`config.mk`:
```
export PLATFORM = sky130hd
export DESIGN_NAME = twiddle_gen
export DESIGN_NICKNAME = d
export VERILOG_FILES = /design/src/rtl/twiddle_pkg.sv /design/src/rtl/twiddle_qrom.sv /design/src/rtl/twiddle_gen.sv
export SDC_FILE = /design/constraint.sdc
export NUM_CORES = 1
export LEC_CHECK = 0
export CORE_ASPECT_RATIO = 0.7
export CORE_MARGIN = 2
export CORE_UTILIZATION = 53
export CTS_CLUSTER_DIAMETER = 60
export DETAILED_ROUTE_END_ITERATION = 10
export PLACE_DENSITY = 0.84
export REMOVE_ABC_BUFFERS = 1
export SLEW_MARGIN = 40
export SYNTH_ARGS = -nofsm -noshare
export SYNTH_HDL_FRONTEND = slang
export SYNTH_SLANG_ARGS = --single-unit
```
`constraint.sdc`:
```
create_clock -name clk -period 3.8 [get_ports clk]
set_clock_uncertainty 0.05 [all_clocks]
set_input_delay 0.57 -clock clk [delete_from_list [all_inputs] [get_ports clk]]
set_output_delay 0.57 -clock clk [all_outputs]
set_load 0.01 [all_outputs]
```
`src/rtl/twiddle_pkg.sv`:
```
// Shared definitions for the twiddle-factor generator: default sizes,
// sequencer state encoding and the quarter-wave cosine table function.
package twiddle_pkg;

    localparam int DEF_LOG2N = 3;
    localparam int DEF_WIDTH = 16;
    localparam int N         = 1 << DEF_LOG2N;
    localparam int QUARTER   = N / 4;
    localparam int ONE       = 1 << (DEF_WIDTH - 2);

    typedef enum logic {
        IDLE = 1'b0,
        RUN  = 1'b1
    } seq_state_e;

    // round(cos(2*pi*m/2^log2n) * 2^(width-2)); Taylor series is exact enough over [0, pi/2].
    function automatic int cos_q(input int m, input int log2n, input int width);
        real x;
        real term;
        real acc;
        x    = 2.0 * 3.14159265358979323846 * real'(m) / real'(1 << log2n);
        term = 1.0;
        acc  = 1.0;
        for (int i = 1; i <= 16; i++) begin
            term = -term * x * x / real'((2 * i - 1) * (2 * i));
            acc  = acc + term;
        end
        acc = acc * real'(1 << (width - 2));
        return (acc >= 0.0) ? $rtoi(acc + 0.5) : -$rtoi(0.5 - acc);
    endfunction

endpackage

```
`src/rtl/twiddle_qrom.sv`:
```
// Registered dual-read quarter-wave cosine ROM, N/4+1 entries, contents
// fixed at elaboration.
module twiddle_qrom
    import twiddle_pkg::*;
#(
    parameter int LOG2N = 3,
    parameter int WIDTH = 16
) (
    input  logic                    clk,
    input  logic                    en,
    input  logic [LOG2N-2:0]        addr_a,
    input  logic [LOG2N-2:0]        addr_b,
    output logic signed [WIDTH-1:0] data_a,
    output logic signed [WIDTH-1:0] data_b
);

    localparam int DEPTH = (1 << (LOG2N - 2)) + 1;

    logic signed [WIDTH-1:0] rom [DEPTH];

    for (genvar i = 0; i < DEPTH; i++) begin : g_rom
        localparam int VAL = cos_q(i, LOG2N, WIDTH);
        assign rom[i] = WIDTH'(VAL);
    end

    // NOTE: ROM data registers carry no reset; validity is tracked by the
    // pipeline valid bits, so resetting the data path would only cost logic.
    always_ff @(posedge clk) begin
        if (en) begin
            data_a <= rom[addr_a];
            data_b <= rom[addr_b];
        end
    end

endmodule

```
`src/rtl/twiddle_gen.sv`:
```
// Twiddle-factor generator: direct requests or per-stage sequences, folded
// from a quarter-wave ROM, through a stallable 2-stage pipeline.
module twiddle_gen
    import twiddle_pkg::*;
#(
    parameter int LOG2N = 3,
    parameter int WIDTH = 16,
    parameter int STW   = 2
) (
    input  logic                    clk,
    input  logic                    rst,
    input  logic                    req_valid,
    input  logic [LOG2N-1:0]        req_k,
    output logic                    req_ready,
    input  logic                    inv,
    input  logic                    seq_start,
    input  logic [STW-1:0]          seq_stage,
    output logic                    busy,
    output logic                    out_valid,
    input  logic                    out_ready,
    output logic                    out_last,
    output logic signed [WIDTH-1:0] Wreal,
    output logic signed [WIDTH-1:0] Wimag
);

    localparam int NPT = 1 << LOG2N;
    localparam int QTR = NPT / 4;
    localparam int AW  = LOG2N - 1;
    localparam int JW  = LOG2N - 1;

    seq_state_e     state, state_nxt;
    logic [JW-1:0]  j_cnt;
    logic [STW-1:0] stage_q;
    logic           inv_q;

    logic stall, en, accept, seq_go, seq_issue, seq_last;
    logic [LOG2N-1:0] seq_k, s1_k_nxt;
    logic s1_inv_nxt, s1_last_nxt;

    logic          s1_valid, s1_inv, s1_last;
    logic [1:0]    s1_q;
    logic [AW-1:0] s1_m;

    logic                    s2_valid, s2_inv, s2_last;
    logic [1:0]              s2_q;
    logic signed [WIDTH-1:0] rom_a, rom_b, fold_re, fold_im;

    assign stall     = out_valid && !out_ready;
    assign en        = !stall;
    assign busy      = (state == RUN);
    assign req_ready = !rst && !busy && !stall && !seq_start;
    assign accept    = req_valid && req_ready;
    assign seq_go    = (state == IDLE) && seq_start && en && (int'(seq_stage) < LOG2N);
    assign seq_issue = (state == RUN) && en;
    assign seq_last  = (j_cnt == JW'(NPT / 2 - 1));

    // k = (j mod 2^s) << (LOG2N-1-s)
    always_comb begin
        int jm;
        jm    = int'(j_cnt) & ((1 << stage_q) - 1);
        seq_k = LOG2N'(jm << (LOG2N - 1 - int'(stage_q)));
    end

    // NOTE: every combinational output gets a default before any branch, so
    // no path leaves it unassigned and no latch is inferred.
    always_comb begin
        state_nxt = state;
        case (state)
            IDLE: if (seq_go) state_nxt = RUN;
            RUN:  if (seq_issue && seq_last) state_nxt = IDLE;
        endcase
    end

    always_ff @(posedge clk) begin
        if (rst) begin
            state   <= IDLE;
            j_cnt   <= '0;
            stage_q <= '0;
            inv_q   <= 1'b0;
        end else begin
            state <= state_nxt;
            if (seq_go) begin
                j_cnt   <= '0;
                stage_q <= seq_stage;
                inv_q   <= inv;
            end else if (seq_issue) begin
                j_cnt <= j_cnt + 1'b1;
            end
        end
    end

    always_comb begin
        s1_k_nxt    = req_k;
        s1_inv_nxt  = inv;
        s1_last_nxt = 1'b0;
        if (seq_issue) begin
            s1_k_nxt    = seq_k;
            s1_inv_nxt  = inv_q;
            s1_last_nxt = seq_last;
        end
    end

    always_ff @(posedge clk) begin
        if (rst) begin
            s1_valid <= 1'b0;
            s2_valid <= 1'b0;
        end else if (en) begin
            s1_valid <= seq_issue || accept;
            s1_q     <= s1_k_nxt[LOG2N-1 -: 2];
            s1_m     <= AW'(s1_k_nxt) & AW'(QTR - 1);
            s1_inv   <= s1_inv_nxt;
            s1_last  <= s1_last_nxt;
            s2_valid <= s1_valid;
            s2_q     <= s1_q;
            s2_inv   <= s1_inv;
            s2_last  <= s1_last;
        end
    end

    twiddle_qrom #(
        .LOG2N (LOG2N),
        .WIDTH (WIDTH)
    ) u_qrom (
        .clk    (clk),
        .en     (en),
        .addr_a (s1_m),
        .addr_b (AW'(QTR) - s1_m),
        .data_a (rom_a),
        .data_b (rom_b)
    );

    // Quadrant fold: A = C[m], B = C[N/4-m]; inverse conjugates afterwards.
    always_comb begin
        fold_re = rom_a;
        fold_im = -rom_b;
        case (s2_q)
            2'd0:    begin fold_re = rom_a;  fold_im = -rom_b; end
            2'd1:    begin fold_re = -rom_b; fold_im = -rom_a; end
            2'd2:    begin fold_re = -rom_a; fold_im = rom_b;  end
            default: begin fold_re = rom_b;  fold_im = rom_a;  end
        endcase
        if (s2_inv) fold_im = -fold_im;
    end

    always_ff @(posedge clk) begin
        if (rst) begin
            out_valid <= 1'b0;
            out_last  <= 1'b0;
            Wreal     <= '0;
            Wimag     <= '0;
        end else if (en) begin
            out_valid <= s2_valid;
            if (s2_valid) begin
                Wreal    <= fold_re;
                Wimag    <= fold_im;
                out_last <= s2_last;
            end
        end
    end

endmodule
```
==> metrics.md, run 1 <==
| Metric | Value |
|---|---|
| Routed Antenna Nets | 0 |
| Antenna diode count | 0 |
| Port bufs | 46 |
| Num CTS Buffers | 5 |
| Comb power frac | roughly 16% |
| Clk Latency, worst-skew pair | about 300 ps |
| Global routing usage on met1 | 21.2% |
| Leading register cell type out of synthesis | dfxtp_1 |
| Min-Delay Path Class | reg -> reg |
| Net switching power | 242 uW |
| Fmax | 0.399 GHz |
| Post-DP HPWL | 2530 um |
| Hold Vio Cnt, Final | 0 |
| Clk pin slew, worst setup/hold paths | ~80 ps |
| Max cap viols | 0 |
| Hold_ws | 373 ps |
| Routed len/inst | 11.8 um |
| Compound-Gate Fraction of Synth Area | 10.4% |
| Initial antenna violation count | 0 |
| # hold bufs at CTS | 0 |
| Die area | roughly 4200 um2 |
| Clock power frac | 29.4% |
| Critical Path AT | approximately 1900 ps |
| Post-synth EDFFs | 11 |
| Die width | 76.9 um |
| Final Util | about two thirds |
| Largest net degree at the start of global routing | 35 |
| DR pass1 iterations | 4 |
| CTS H-tree depth | 2 |
| Cell repeated most along the worst path | clkdlybuf4s50_1 |
| Post-CTS setup buffer count | 0 |
| Most frequent cell after synthesis | nand2_1 |
| Top-Level Pins | 47 |
| Largest area contributor in the netlist | dfxtp_1 |
| Switching Share | 26.1% |
| Fin nets | 267 |
| Via/cell ratio | between 5 and 6 |
| Total power draw | 926 uW |
| Tot GR Track Use | 17.8% |
| Syn Inst Count | 218 |
| Initial DRC Count | between 60 and 70 |
| M2 GR Usage | 31.1% |
| First-pass GRT wire length | 5720 um |
| Rel. slew slack | 54.1% |
| Sequential Power Share | around 55% |
| P_leak | 0.885 nW |
| Yosys top cell area share | 31.5% |
| XOR/XNOR Fraction of Synth Area | under 10% |
| Internal cell power | about 700 uW |
| Grt ovf | 0 |
| Routed vias | 1,526 |
| Post-synthesis simple-gate area fraction | 21.8% |
| CP Class | in -> out |
| Mapped Avg Cell Area | between 9 and 10 um2 |
| Final Max Tran Viols | 0 |
| Share of cells above drive strength 1 | 4.82% |
| Gr busiest metal | met2 |
| Post-Synth Adder-Cell Area | 5.08% |
| Multiplexer share of the synthesized area | 2.10% |
| Synthesized cell area | 1970 um2 |
| Clock sink count | 42 |
| CP Cell Sequence | clkdlybuf4s50_1 > nor2b_4 > nor4_1 > clkdlybuf4s50_1 |
| Gpl congestion | 0.832 |
| Synth unique cells | 40 |
| Status | finished, final reports clean |
| Clock buffer depth | 2 |
| Largest family of logic cells by synthesized area | simple AND/OR/NAND/NOR gates |
| Total Wirelength | 3530 um |
| Slowest CP cell | clkdlybuf4s50_1 |
| WP data required | 3180 ps |
| Count of yosys warnings during synthesis | 0 |
| # DRC | 0 |
| FP Rows | 18 |
| FF+latch count, synth | 42 |
| Layout filler cell count | roughly 290 |
| Top cells by count, synth | nand2_1, dfxtp_1, nor2_1 |
| Period utilization | 65.9% |
| Resize count post-CTS | 0 |
| Delay of the slowest critical-path stage | roughly 580 ps |
| Pwr Density | between 300 and 400 nW/um2 |
| Measured slew at the worst slew-check pin | 686 ps |
| Async SR Flop Fraction | 0% |
| Area delta synth->final | 22.8% |
| Final count of negative-setup-slack endpoints | 0 |
| Initial Util | 55.7% |
| RSZ-0062 raised after global routing | false |
| Critical Path Start Type | primary input |
| Critical path capture point type | primary output |
| Synth top area cells | dfxtp_1, edfxtp_1, nand2_1 |
| Number of global-route vias before repair | roughly 1,300 |
| CTS tree | yes |
| Setup Total Neg Slack | 0 ps |
| VDD IR max | 0.223 mV |
| Critical-path maximum fanout | 5 |
| Die Height | about 55 um |
| Register area share after synthesis | 48.3% |
| Min cycle time layout | 2510 ps |
| GRT met3 Usage | 4.22% |
| Root buffer cell | clkbuf_8 |
| Core area | 3540 um2 |
-- power by group through the flow --
stage / clock (mW) / sequential, mW / combinational [mW]
after global placement: 0 / 0.518 / 0.141
after detailed placement: 0 / 0.519 / 0.145
after CTS: 0.279 / 0.509 / 0.146
after floorplan: 0 / 0.522 / 0.0747
final: 0.272 / 0.509 / 0.145
after global routing: 0.293 / 0.513 / 0.160
-- per-stage QoR --
stage | std cells | worst slack, ps | cell area (um2)
2_1_floorplan | 194 | 2000 | 1810
3_3_place_gp | 291 | 1280 | 2340
3_5_place_dp | 291 | 1240 | 2340
4_1_cts | 299 | 1280 | 2420
5_1_grt | 299 | 1200 | 2420
6_report | 299 | 1290 | 2420
-- cells by family after synthesis --
| kind of cell | count (synthesis) |
|---|---|
| xor+xnor | 5 |
| simple gates | 90 |
| fa+ha+maj | 8 |
| mux | 4 |
| flops | 42 |
| buf+inv | 34 |
| compound gates | 35 |
-- cells in the final DEF (no fill, tap or decap), drive strengths merged, types with 2 or more instances in the layout --
master | Yosys | final
nand4b | 2 | 2
clkinv | 0 | 2
clkbuf | 4 | 6
nor2 | 19 | 19
a21oi | 18 | 18
edfxtp | 11 | 11
nand2 | 39 | 39
nand3b | 2 | 2
xnor2 | 4 | 4
inv | 10 | 10
a211oi | 6 | 6
clkdlybuf4s50 | 0 | 46
ha | 8 | 8
nand3 | 3 | 3
o21ai | 5 | 5
mux2i | 3 | 3
nor3 | 11 | 11
nand2b | 3 | 3
dfxtp | 31 | 31
and2 | 2 | 2
-- area by class of cell --
| cell class | instances | area, um2 | share of cell area, % |
|---|---|---|---|
| clock inverters | 2 | 8.76 | 0.362 |
| repair buffers | 47 | 468 | 19.3 |
| multi-input cells | 142 | 820 | 33.9 |
| flip-flops and latches | 42 | 951 | 39.3 |
| inverters | 10 | 37.5 | 1.55 |
| well taps | 50 | 62.6 | 2.59 |
| clock buffers | 6 | 72.6 | 3.00 |
-- path summary, 6_finish.rpt --
kind                                    start                     end  slack, ps  cells after the start
setup / recovery                    out_ready               req_ready       1290                      4
hold / removal          s1_last$_SDFFCE_PN0P_       s2_last$_DFFE_PP_        370                      0
setup reg to reg  u_qrom.data_b[13]$_DFFE_PN_  Wimag[14]$_SDFFE_PP0P_       1840                      6
hold reg to reg         s1_last$_SDFFCE_PN0P_       s2_last$_DFFE_PP_        370                      0
-- flip-flops by register name (all words and copies together), names as in the netlist, 2 cells and up --
register / cells
Wimag: 16
Wreal: 5
j_cnt: 2
s1_q: 2
s2_q: 2
stage_q: 2
-- metal layers --
| metal | vias to the layer above | part of all wire [%] |
|---|---|---|
| met4 | 0 | 1.9 |
| met3 | 8 | 4.6 |
| met5 | - | 0 |
| met1 | 687 | 48 |
| met2 | 41 | 46 |
| li1 | 790 | - |
-- critical path: cells and delay by family --
| family | cells | cell delay (ps) |
|---|---|---|
| buf+inv | 2 | 1080 |
| simple gates | 2 | 230 |
(Power assumes the default switching activity.)
==> run 2: changes to the inputs <==
--- a/config.mk
+++ b/config.mk
@@ -7,10 +7,10 @@
 export LEC_CHECK = 0
 export CORE_ASPECT_RATIO = 0.7
 export CORE_MARGIN = 2
-export CORE_UTILIZATION = 53
+export CORE_UTILIZATION = 44
 export CTS_CLUSTER_DIAMETER = 60
 export DETAILED_ROUTE_END_ITERATION = 10
-export PLACE_DENSITY = 0.84
+export PLACE_DENSITY = 0.75
 export REMOVE_ABC_BUFFERS = 1
 export SLEW_MARGIN = 40
 export SYNTH_ARGS = -nofsm -noshare
==> constraint.sdc (replaced) <==
create_clock -name clk -period 2.2 [get_ports clk]
set_clock_uncertainty 0.05 [all_clocks]
set_input_delay 0.33 -clock clk [delete_from_list [all_inputs] [get_ports clk]]
set_output_delay 0.33 -clock clk [all_outputs]
set_load 0.01 [all_outputs]
==> run 2 against run 1 <==
Net effect:
- sequential share of layout area fell by 0.89 points
- critical path type unchanged
- flip-flop and latch count did not move
- sequential power rose by 72%
- largest cell class unchanged
- largest power group unchanged
- global-route usage fell by 2.8 points
- clock-buffer cell count did not move
- design area rose by 2.3%
- non-clock buffer count rose by 6
- hold slack got worse by 2.4 ps
- first-iteration DRC count fell by 20%
- die area rose by 19%
- clock power rose by 77%
==> metrics.md, run 2 (synthesized netlist as in run 1, its figures left out) <==
| Metric | Value |
|---|---|
| Status | finished, final reports clean |
| P_leak | 0.916 nW |
| Setup Total Neg Slack | 0 ps |
| Clock sink count | 42 |
| Clk Latency, worst-skew pair | a little under 300 ps |
| Rel. slew slack | 52.4% |
| Final Instance Area | around 2500 um2 |
| RSZ-0062 raised after global routing | false |
| Cell Area, Placed | 2390 um2 |
| Fmax | 0.485 GHz |
| Grt ovf | 0 |
| Clk pin slew, worst setup/hold paths | approximately 80 ps |
| CP Class | in -> out |
| Root buffer cell | clkbuf_8 |
| Routed Antenna Nets | 0 |
| Largest regs | Wimag x16, Wreal x5 |
| Reg-to-Reg Start | u_qrom.data_b[13]$_DFFE_PN_ |
| # DRC | 0 |
| Critical Path Start Type | primary input |
| First-pass GRT wire length | 5970 um |
| WP data required | 1820 ps |
| Critical-path maximum fanout | 6 |
| Cell depth of the worst flop-to-flop path | 6 |
| Top-Level Pins | 47 |
| Routed vias | between 1,500 and 2,000 |
| Antenna diode count | 0 |
| Core area | 4330 um2 |
| Largest Register | Wimag |
| CTS H-tree depth | 2 |
| Min-Delay Path Class | reg -> reg |
| Largest net degree at the start of global routing | 25 |
| FP Rows | 20 |
| Initial antenna violation count | 0 |
| Hold Vio Cnt, Final | 0 |
| Measured slew at the worst slew-check pin | between 700 and 800 ps |
| Post-CTS setup buffer count | 0 |
| Area delta synth->final | 25.7% |
| CP Capture Point | req_ready |
| Gpl congestion | between 0.7 and 0.8 |
| Initial Util | 45.5% |
| DR pass1 iterations | 4 |
| Resize count post-CTS | 0 |
| Number of global-route vias before repair | around 1,400 |
| CP startpoint | rst |
| Final Max Tran Viols | 0 |
| Commonest non-fill, non-tap cell in the layout | clkdlybuf4s50_1 |
| Fin nets | 273 |
| Min cycle time layout | 2060 ps |
| Num CTS Buffers | 5 |
| Tot GR Track Use | 15.0% |
| Die area | 5040 um2 |
| Clock buffer depth | 2 |
| Reg2reg setup slack | 310 ps |
| Commonest non-fill, non-tap cells in the layout | clkdlybuf4s50_1, nand2_1, dfxtp_1 |
| Routed len/inst | 11.3 um |
| Post-DP HPWL | roughly 2600 um |
| Max cap viols | 0 |
| Largest register FFs | 16 |
| Total Wirelength | 3510 um |
| Port bufs | 46 |
| Share of cells above drive strength 1 | 7.45% |
| Critical Path AT | roughly 1700 ps |
| Pwr Density | between 600 and 700 nW/um2 |
| # hold bufs at CTS | 0 |
| FF-to-FF End | Wimag[14]$_SDFFE_PP0P_ |
| Die width | 84.0 um |
| CTS tree | yes |
| VDD IR max | 0.343 mV |
| Die Height | 60.0 um |
| Final count of negative-setup-slack endpoints | 0 |
| Critical path capture point type | primary output |
| Via/cell ratio | 4.92 |
| Initial DRC Count | 55 |
| Period utilization | 93.7% |
## run 2: area by class of cell
| class | count | area, um2 |
|---|---|---|
| sequential | 42 | 951 |
| inverter | 10 | 37.5 |
| fill | 417 | 1850 |
| multi-input combinational | 142 | 820 |
| tap | 55 | 68.8 |
| clock buffer | 6 | 72.6 |
| clock inverter | 2 | 13.8 |
| timing repair buffer | 53 | 513 |
## run 2: how the worst min path moves through the flow
| stage | from | to | slack (ps) | cells past startpoint |
|---|---|---|---|---|
| 2_1_floorplan | rst | Wimag[0]$_SDFFE_PP0P_ | 350 | 1 |
| 3_3_place_gp | s1_q[0]$_DFFE_PP_ | s2_q[0]$_DFFE_PP_ | 350 | 0 |
| 3_5_place_dp | s1_last$_SDFFCE_PN0P_ | s2_last$_DFFE_PP_ | 350 | 0 |
| 4_1_cts | s1_last$_SDFFCE_PN0P_ | s2_last$_DFFE_PP_ | 370 | 0 |
| 5_1_grt | s1_last$_SDFFCE_PN0P_ | s2_last$_DFFE_PP_ | 380 | 0 |
| 6_report | s1_last$_SDFFCE_PN0P_ | s2_last$_DFFE_PP_ | 370 | 0 |
## run 2: worst max-delay path, cell delays in order
cell and delay (ps):
clkdlybuf4s50_1 510, nor4_1 260, clkdlybuf4s50_1 580
## run 2: stage by stage
stage	std cells	hold slack [ps]	util (%)	power, mW	setup WS [ps]
final	310	371	57.2	1.62	139
after floorplan	194	349	-	1.03	398
after detailed placement	302	355	55.2	1.16	134
after global routing	310	379	57.2	1.71	25.7
after global placement	302	351	55.2	1.15	146
after CTS	310	374	57.2	1.64	110
## run 2: routing by layer
layer | vias to the layer above | track usage, % | share of wire (%)
met2 | 40 | 25.5 | 43
met5 | - | 0 | 0
met3 | 7 | 4.14 | 5.7
met4 | 0 | 7.60 | 1.8
met1 | 683 | 17.9 | 49
li1 | 796 | - | -
## run 2: power breakdown
part	internal, mW	switching [mW]	total, mW
clock network	0.224	0.259	0.482
logic	0.133	0.130	0.263
registers	0.839	0.0344	0.874
==> run 3: changes to the inputs <==
--- a/config.mk
+++ b/config.mk
@@ -5,8 +5,8 @@
 export SDC_FILE = /design/constraint.sdc
 export NUM_CORES = 1
 export LEC_CHECK = 0
+export ABC_AREA = 0
 export CORE_ASPECT_RATIO = 0.7
-export CORE_MARGIN = 2
 export CORE_UTILIZATION = 44
 export CTS_CLUSTER_DIAMETER = 60
 export DETAILED_ROUTE_END_ITERATION = 10
==> run 3 against run 2 <==
Net effect:
- global-route usage increased by 1.8 points
- clock-buffer cell count unchanged
- hold slack improved by 4.0 ps
- sequential power about the same
- first-iteration DRC count increased by 20%
- design area increased by 0.81%
- register-to-register slack got worse by 20 ps
- clock power increased by 23%
- final cell count decreased by 0.97%
- critical path depth unchanged
- setup slack got worse by 5.2 ps
- sequential share of layout area decreased by 0.31 points
- largest power group unchanged
==> metrics.md, run 3 (synthesized netlist as in run 1, its figures left out) <==
| Metric | Value |
|---|---|
| Share of cells above drive strength 1 | 7.45% |
| Commonest non-fill, non-tap cells in the layout | clkdlybuf4s50_1, nand2_1, dfxtp_1 |
| Hold Crit Depth | 0 |
| Reg2reg setup slack | 290 ps |
| # DRC | 0 |
| Status | finished, final reports clean |
| First-pass GRT wire length | between 5000 and 6000 um |
| Largest Register | Wimag |
| Number of global-route vias before repair | approximately 1,400 |
| Largest net degree at the start of global routing | 23 |
| Top-Level Pins | 47 |
| Routed vias | 1,520 |
| Grt ovf | 0 |
| Hold Vio Cnt, Final | 0 |
| Max cap viols | 0 |
| Area delta synth->final | 26.7% |
| DR pass1 iterations | 4 |
| Via/cell ratio | about 5.0 |
| Root buffer cell | clkbuf_8 |
| Initial DRC Count | 66 |
| Clock sink count | 42 |
| Critical Path AT | 1690 ps |
| Resize count post-CTS | 0 |
| Critical path capture point type | primary output |
| Routed len/inst | 11.9 um |
| Die Height | 58.0 um |
| Pwr Density | 695 nW/um2 |
| RSZ-0062 raised after global routing | false |
| Initial Util | between 40% and 50% |
| Cell depth of the worst flop-to-flop path | 6 |
| Gpl congestion | between 0.7 and 0.8 |
| WP data required | 1820 ps |
| CP Class | in -> out |
| Tot GR Track Use | 16.8% |
| Critical-path maximum fanout | 6 |
| Post-CTS setup buffer count | 0 |
| Num CTS Buffers | 5 |
| Die area | 4750 um2 |
| Min cycle time layout | 2070 ps |
| Die width | slightly above 80 um |
| Period utilization | between 90 and 100% |
| Port bufs | between 40 and 50 |
| Reg-to-Reg Start | u_qrom.data_b[13]$_DFFE_PN_ |
| Clk Latency, worst-skew pair | 290 ps |
| CTS H-tree depth | 2 |
| Core area | 4110 um2 |
| Min-delay src | s1_inv$_DFFE_PP_ |
| Antenna diode count | 0 |
| Measured slew at the worst slew-check pin | 705 ps |
| Hold Crit Endpoint | s2_inv$_DFFE_PP_ |
| Initial antenna violation count | 0 |
| Rel. slew slack | 52.9% |
| Largest regs | Wimag x16, Wreal x5 |
| Routed Antenna Nets | 0 |
| Total Wirelength | 3640 um |
| FF-to-FF End | Wimag[14]$_SDFFE_PP0P_ |
| Final Util | 60.7% |
| Final count of negative-setup-slack endpoints | 0 |
| Clock buffer depth | 2 |
| Fmax | a little under 0.5 GHz |
| Setup Total Neg Slack | 0 ps |
| CTS tree | yes |
| Largest register FFs | 16 |
| VDD IR max | 0.349 mV |
| # hold bufs at CTS | 0 |
| Clk pin slew, worst setup/hold paths | around 80 ps |
| Critical Path Start Type | primary input |
| FP Rows | 19 |
| Final Max Tran Viols | 0 |
| Commonest non-fill, non-tap cell in the layout | clkdlybuf4s50_1 |
| Fin nets | ~270 |
| Post-DP HPWL | 2690 um |
| P_leak | about 0.92 nW |
| Min-Delay Path Class | reg -> reg |
run 3: cell type report:
class,count,area (um2)
Clock buffer,6,72.6
Sequential cell,42,951
Fill cell,379,1620
Clock inverter,2,37.5
Multi-Input combinational cell,142,820
Timing Repair Buffer,53,513
Inverter,10,37.5
Tap cell,52,65.1
run 3: how the worst max path moves through the flow:
stage / startpoint / end / slack [ps] / cells past startpoint
2_1_floorplan: s2_q[1]$_DFFE_PP_ / Wimag[14]$_SDFFE_PP0P_ / 400 / 7
3_5_place_dp: rst / req_ready / 130 / 3
3_3_place_gp: rst / req_ready / 150 / 3
5_1_grt: rst / req_ready / 50 / 3
4_1_cts: rst / req_ready / 110 / 3
6_report: rst / req_ready / 130 / 3
run 3: layer usage:
metal | global-route usage (%) | vias to the layer above | share of wire (%) | wire length (um)
met4 | 6.02 | 0 | 0.82 | 30
li1 | - | 795 | - | -
met5 | 0 | - | 0 | 0
met1 | 21.2 | 676 | 49 | 1800
met3 | 4.25 | 4 | 4.9 | 180
met2 | 27.7 | 45 | 45 | 1630
run 3: per-stage QoR:
step	setup WS, ps	hold slack [ps]	power, mW	instances	cell area (um2)
after detailed placement	132	355	1.16	299	2390
after global placement	150	352	1.15	299	2390
final	134	375	1.74	307	2500
after floorplan	398	349	1.03	194	1810
after CTS	112	374	1.75	307	2500
after global routing	51.7	379	1.82	307	2500
run 3: power by group:
| part | internal [mW] | switching (mW) |
|---|---|---|
| combinational | 0.133 | 0.133 |
| sequential | 0.839 | 0.0357 |
| clock | 0.338 | 0.256 |
run 3: critical path: stages:
cell and delay, ps:
clkdlybuf4s50_1 510, nor4_1 260, clkdlybuf4s50_1 580
